===== src/rtl/order_book_pkg.sv =====
`default_nettype none
// ============================================================================
// Module   : order_book_pkg
// Purpose  : Shared types and constants for the order-book memory arbiter.
// Revision : 1.0 - initial release
// ============================================================================
package order_book_pkg;

  localparam int ADDR_W = 10;
  localparam int DATA_W = 129;

  // Requester indices into the request vectors
  localparam int REQ_ADD    = 0;
  localparam int REQ_CANCEL = 1;
  localparam int REQ_EXEC   = 2;

  typedef struct packed {
    logic              wr_valid;
    logic              rd_valid;
    logic [ADDR_W-1:0] address;
    logic [DATA_W-1:0] data_in;
  } memory_request_t;

  typedef enum logic [0:0] {
    ARB    = 1'b0,
    LOCKED = 1'b1
  } arb_state_e;

endpackage : order_book_pkg
`default_nettype wire


===== src/rtl/rr_arbiter.sv =====
`default_nettype none
// ============================================================================
// Module   : rr_arbiter
// Purpose  : Combinational round-robin picker; one-hot grant to the first
//            active request at or above the pointer, wrapping modulo N.
// Revision : 1.0 - initial release
// ============================================================================
module rr_arbiter #(
  parameter int N     = 3,
  parameter int PTR_W = (N > 1) ? $clog2(N) : 1
) (
  input  logic [N-1:0]     req_i,
  input  logic [PTR_W-1:0] ptr_i,
  output logic [N-1:0]     gnt_o
);

  // Scan from the pointer upward and grant the first requester found
  always_comb begin
    logic found;
    int   idx;
    gnt_o = '0;
    found = 1'b0;
    idx   = 0;
    for (int k = 0; k < N; k++) begin
      idx = (int'(ptr_i) + k) % N;
      if (!found && req_i[idx]) begin
        gnt_o[idx] = 1'b1;
        found      = 1'b1;
      end
    end
  end

endmodule : rr_arbiter
`default_nettype wire


===== src/rtl/order_mem_arbiter.sv =====
`default_nettype none
// ============================================================================
// Module   : order_mem_arbiter
// Purpose  : Round-robin arbiter for the single-port order-book entry memory
//            with lock support for atomic read-modify-write sequences and
//            read-data routing back to the issuing engine.
// Revision : 1.0 - initial release
// ============================================================================
module order_mem_arbiter
  import order_book_pkg::memory_request_t, order_book_pkg::arb_state_e,
         order_book_pkg::ARB, order_book_pkg::LOCKED;
#(
  parameter int N_REQ      = 3,
  parameter int ADDR_W     = order_book_pkg::ADDR_W,
  parameter int DATA_W     = order_book_pkg::DATA_W,
  parameter int MEM_RD_LAT = 1,
  parameter int LOCK_MAX   = 16
) (
  input  logic                      clk,
  input  logic                      rst,
  input  logic [N_REQ-1:0]          req_valid,
  output logic [N_REQ-1:0]          req_ready,
  input  logic [N_REQ-1:0]          req_wr,
  input  logic [N_REQ-1:0]          req_rd,
  input  logic [N_REQ-1:0]          req_lock,
  input  logic [N_REQ*ADDR_W-1:0]   req_addr,
  input  logic [N_REQ*DATA_W-1:0]   req_wdata,
  output logic [N_REQ-1:0]          rsp_valid,
  output logic [DATA_W-1:0]         rsp_data,
  output logic                      mem_wr_valid,
  output logic                      mem_rd_valid,
  output logic [ADDR_W-1:0]         mem_addr,
  output logic [DATA_W-1:0]         mem_wdata,
  input  logic [DATA_W-1:0]         mem_rdata,
  output logic                      lock_err
);

  localparam int PTR_W = (N_REQ > 1) ? $clog2(N_REQ) : 1;
  localparam int CNT_W = $clog2(LOCK_MAX + 1);

  arb_state_e       state_q;
  logic [PTR_W-1:0] owner_q;
  logic [PTR_W-1:0] rr_ptr_q;
  logic [CNT_W-1:0] lock_cnt_q;
  logic             lock_err_q;

  memory_request_t  cmd_q;
  logic [PTR_W-1:0] cmd_id_q;

  logic [MEM_RD_LAT-1:0]            tag_v_q;
  logic [MEM_RD_LAT-1:0][PTR_W-1:0] tag_id_q;
  logic [N_REQ-1:0]                 rsp_valid_q;
  logic [DATA_W-1:0]                rsp_data_q;

  logic [N_REQ-1:0]  arb_gnt;
  logic              acc;
  logic [PTR_W-1:0]  acc_id;
  logic              acc_wr;
  logic              acc_rd;
  logic              acc_lock;
  logic [ADDR_W-1:0] acc_addr;
  logic [DATA_W-1:0] acc_wdata;
  logic [PTR_W-1:0]  acc_ptr_d;
  logic [PTR_W-1:0]  owner_ptr_d;
  logic              lock_expired;

  rr_arbiter #(
    .N     (N_REQ),
    .PTR_W (PTR_W)
  ) u_rr_arbiter (
    .req_i (req_valid),
    .ptr_i (rr_ptr_q),
    .gnt_o (arb_gnt)
  );

  assign lock_expired = (lock_cnt_q == CNT_W'(LOCK_MAX));

  // Ready: round-robin grant when arbitrating, owner-only while locked
  // (owner loses ready in the cycle the lock counter expires)
  always_comb begin
    req_ready = '0;
    if (state_q == ARB) begin
      req_ready = arb_gnt;
    end else if (!lock_expired) begin
      req_ready[owner_q] = req_valid[owner_q];
    end
  end

  // Decode the accepted beat (ready is one-hot or zero)
  always_comb begin
    acc    = 1'b0;
    acc_id = '0;
    for (int i = 0; i < N_REQ; i++) begin
      if (req_valid[i] && req_ready[i]) begin
        acc    = 1'b1;
        acc_id = PTR_W'(i);
      end
    end
    acc_wr      = req_wr[acc_id];
    acc_rd      = req_rd[acc_id];
    acc_lock    = req_lock[acc_id];
    acc_addr    = req_addr[acc_id*ADDR_W +: ADDR_W];
    acc_wdata   = req_wdata[acc_id*DATA_W +: DATA_W];
    acc_ptr_d   = (int'(acc_id) + 1 >= N_REQ) ? '0 : acc_id + PTR_W'(1);
    owner_ptr_d = (int'(owner_q) + 1 >= N_REQ) ? '0 : owner_q + PTR_W'(1);
  end

  // Arbitration FSM: round-robin pointer, lock ownership, lock timeout
  always_ff @(posedge clk or posedge rst) begin
    if (rst) begin
      state_q    <= ARB;
      owner_q    <= '0;
      rr_ptr_q   <= '0;
      lock_cnt_q <= '0;
      lock_err_q <= 1'b0;
    end else begin
      if (acc) begin
        rr_ptr_q <= acc_ptr_d;
      end
      case (state_q)
        ARB: begin
          if (acc && acc_lock) begin
            state_q    <= LOCKED;
            owner_q    <= acc_id;
            lock_cnt_q <= CNT_W'(1);
          end
        end
        LOCKED: begin
          if (acc && !acc_lock) begin
            state_q    <= ARB;
            lock_cnt_q <= '0;
          end else if (lock_expired) begin
            state_q    <= ARB;
            lock_cnt_q <= '0;
            lock_err_q <= 1'b1;
            rr_ptr_q   <= owner_ptr_d;
          end else begin
            lock_cnt_q <= lock_cnt_q + CNT_W'(1);
          end
        end
        default: state_q <= ARB;
      endcase
    end
  end

  // Memory command register; write wins over read, empty beats issue nothing
  always_ff @(posedge clk or posedge rst) begin
    if (rst) begin
      cmd_q    <= '0;
      cmd_id_q <= '0;
    end else begin
      cmd_q.wr_valid <= acc && acc_wr;
      cmd_q.rd_valid <= acc && !acc_wr && acc_rd;
      if (acc) begin
        cmd_q.address <= acc_addr;
        cmd_q.data_in <= acc_wdata;
        cmd_id_q      <= acc_id;
      end
    end
  end

  // Tag pipeline tracks read ownership until data returns, then registers
  // the response toward the issuing requester
  always_ff @(posedge clk or posedge rst) begin
    if (rst) begin
      tag_v_q     <= '0;
      tag_id_q    <= '0;
      rsp_valid_q <= '0;
      rsp_data_q  <= '0;
    end else begin
      tag_v_q[0]  <= cmd_q.rd_valid;
      tag_id_q[0] <= cmd_id_q;
      for (int s = 1; s < MEM_RD_LAT; s++) begin
        tag_v_q[s]  <= tag_v_q[s-1];
        tag_id_q[s] <= tag_id_q[s-1];
      end
      rsp_valid_q <= '0;
      if (tag_v_q[MEM_RD_LAT-1]) begin
        rsp_valid_q[tag_id_q[MEM_RD_LAT-1]] <= 1'b1;
        rsp_data_q                          <= mem_rdata;
      end
    end
  end

  assign mem_wr_valid = cmd_q.wr_valid;
  assign mem_rd_valid = cmd_q.rd_valid;
  assign mem_addr     = cmd_q.address;
  assign mem_wdata    = cmd_q.data_in;
  assign rsp_valid    = rsp_valid_q;
  assign rsp_data     = rsp_data_q;
  assign lock_err     = lock_err_q;

endmodule : order_mem_arbiter
`default_nettype wire


===== config.mk =====
export PLATFORM = sky130hd
export DESIGN_NAME = order_mem_arbiter
export DESIGN_NICKNAME = d
export VERILOG_FILES = /design/src/rtl/order_book_pkg.sv /design/src/rtl/rr_arbiter.sv /design/src/rtl/order_mem_arbiter.sv
export SDC_FILE = /design/constraint.sdc
export NUM_CORES = 1
export LEC_CHECK = 0
export CAP_MARGIN = 20
export CORE_AREA = 2 2 322 324
export CTS_CLUSTER_DIAMETER = 150
export CTS_CLUSTER_SIZE = 25
export DETAILED_ROUTE_END_ITERATION = 12
export DIE_AREA = 0 0 324 326
export SYNTH_ARGS = -nofsm -noshare
export SYNTH_HDL_FRONTEND = slang
export SYNTH_SLANG_ARGS = --single-unit

===== constraint.sdc =====
create_clock -name clk -period 26.1 [get_ports clk]
set_clock_uncertainty 0.2 [all_clocks]
set_input_delay 2.61 -clock clk [delete_from_list [all_inputs] [get_ports clk]]
set_output_delay 2.61 -clock clk [all_outputs]
set_load 0.1 [all_outputs]

==> impl_results.md <==
- Core area: 103000 sq um
- Final ANT Viol Nets: 0
- Nets: 2781
- Commonest non-fill, non-tap cell in the layout: clkdlybuf4s50_1
- Final Cycle Share: 32.4%
- DR vias: 13700
- Top Ports: 837
- Worst Path Required: 23290 ps
- CTS Buffer Depth: 3
- Post_cts resized: 0
- Post-Syn Nets: 2019
- Post-Syn Area per Cell: 9.34 sq um
- Worst Path Max Fanout: 7
- Initial drt markers: 532
- Startpoint types: input port
- Hold Buf Count CTS: 0
- First-pass GRT wire length: 106000 um
- Most frequent cells in the layout: clkdlybuf4s50_1 (806), nand2_1 (413), dfrtp_1 (288), a21oi_1 (273), mux2_2 (130)
- Clk Latency, worst-skew pair: 550 ps
- Slew at the pin closest to its max-slew limit: 1190 ps
- Final Hold Fails: 0
- Layout cell share with drive strength beyond 1: 9.50%
- Die W: 324 um
- Layout area overhead: 75.3%
- Die height: 326 um
- Die ar.: 106000 sq um
- Cell variety after synth: 53
- Outcome: finished, final reports clean
- Clk slew on worst S/H paths: 100 ps
- Setup Viol. Count Final: 0
- Number of flops mapped to enable cells by yosys: 0
- Starting density of the core: 13.2%
- Cells on Worst Hold Path: 0
- Yosys reg bits: 289
- Register area share after synthesis: 53.3%
- Vias in the first global route: 13800
- Synth warnings: 0
- Via/cell ratio: 3.80
- Dominant cells by area after synthesis: dfrtp_1 (53%), nand2_1 (11%), mux2_2 (11%)
- Async S/R FF share, synth: 100%
- CTS tree: built
- Fmax: 0.118 GHz
- Synth Instances: 1453
- Largest net degree at the start of global routing: 167
- GPL Wtd Cong: 0.840
- Post-CTS setup buffer count: 0
- Final wirelength: 78700 um
- Synth top area share: 53.3%
- Fin crit period: 8460 ps
- Clock sinks: 289
- Rel. slew slack: 20.2%
- Mapped cell area: 13600 sq um
- Critical Path End Type: output port
- WL/cell: 21.8 um
- GRT Total Usage: 14.2%
- # Max-Cap Violations: 0
- Grt ovf: 0
- Setup Crit Path Kind: in -> out
- RSZ-0062 raised after global routing: false
- Post-synth top flop: dfrtp_1
- Root Driver: clkbuf_16
- Setup_tns: 0 ps
- R2R depth: 12
- Num CTS Buffers: 16
- Largest area contributor in the netlist: dfrtp_1
- Depth of the CTS H-tree: 1
- Number of antenna violations at the first check in global routing: 36
- Buffers on Ports: 836
- Drt pass-1 iters: 5
- Site Rows: 118
- Worst EP arrival: 5650 ps
- Post-DP HPWL: 63500 um
- Max-slew violations: 0
- HP Class: reg -> reg
- DRC Markers: 0
[final timing paths]
kind	startpoint	to	slack, ps
setup / recovery	req_valid[0]	req_ready[1]	17640
hold / removal	cmd_id_q[1]$_DFFE_PP0P_	tag_id_q[1]$_DFF_PP0_	170
setup reg to reg	rr_ptr_q[1]$_DFF_PP0_	mem_wdata[106]$_DFFE_PP0P_	20970
hold reg to reg	cmd_id_q[1]$_DFFE_PP0P_	tag_id_q[1]$_DFF_PP0_	170
max in group asynchronous	rst	rr_ptr_q[1]$_DFF_PP0_	21710
min in group asynchronous	rst	mem_wdata[100]$_DFFE_PP0P_	2400
[logic make-up after synthesis]
family / share of synthesized area (%)
buffers and inverters: 3.90
AOI/OAI and AO/OA: 17.2
muxes: 11.1
xor gates and xnor gates: 0.129
DFF: 53.3
adders and majority gates: 0.553
and+or+nand+nor: 13.8
[state kept, by name, indices dropped and copies added (netlist names), 3 cells and up]
| signal | cells |
|---|---|
| lock_cnt_q | 5 |
| mem_addr | 10 |
| rsp_valid | 3 |
| mem_wdata | 129 |
| rsp_data | 129 |
[metrics by stage]
stage	hold WS (ps)	utilization (%)	worst slack [ps]	std cells	instance area, sq um
after floorplan	154	-	15310	1453	13600
after global placement	158	22.7	17720	3576	23300
after global routing	182	23.2	17510	3602	23800
after CTS	177	23.1	17650	3600	23800
after detailed placement	159	22.7	17650	3576	23300
final	169	23.2	17640	3606	23800
[layout make-up]
class | count | area, sq um
clock inverters | 5 | 46.3
fillers | 11200 | 78800
well taps | 1380 | 1730
clock buffers | 19 | 443
multi-input cells | 1044 | 5820
diodes | 5 | 12.5
repair buffers | 853 | 8450
inverters | 11 | 48.8
flip-flops and latches | 289 | 7240
[worst max-delay path, stage by stage]
cell             delay (ps)
clkdlybuf4s50_1         530
mux2_4                  340
o32a_1                  340
o21ai_1                 290
a21boi_0                280
clkdlybuf4s50_1        1250
[metal layers]
metal	part of all wire, %	track usage (%)	up-vias
met2	49	25.1	525
met3	13	7.75	98
met5	0.40	0	-
li1	-	-	6472
met1	37	14.9	6557
met4	1.4	2.11	52
[Yosys cell counts, drive strengths merged, types with 2 or more instances]
library cell / instances
buf: 40
mux2i: 2
nand2: 413
o21ai: 135
and3: 2
a21oi: 273
xor2: 2
o2bb2ai: 2
mux2: 132
nor3b: 5
nand3b: 2
o31ai: 2
clkbuf: 69
nor3: 4
inv: 11
ha: 6
o21a: 3
nand3: 14
and4b: 2
nand2b: 5
o22ai: 2
a211o: 2
and3b: 2
a221o: 9
nor2: 6
dfrtp: 289
and4: 2
Power is left out: the tool's default activity adds up to more than one toggle a clock period on the data nets, which glitch-free logic cannot reach.
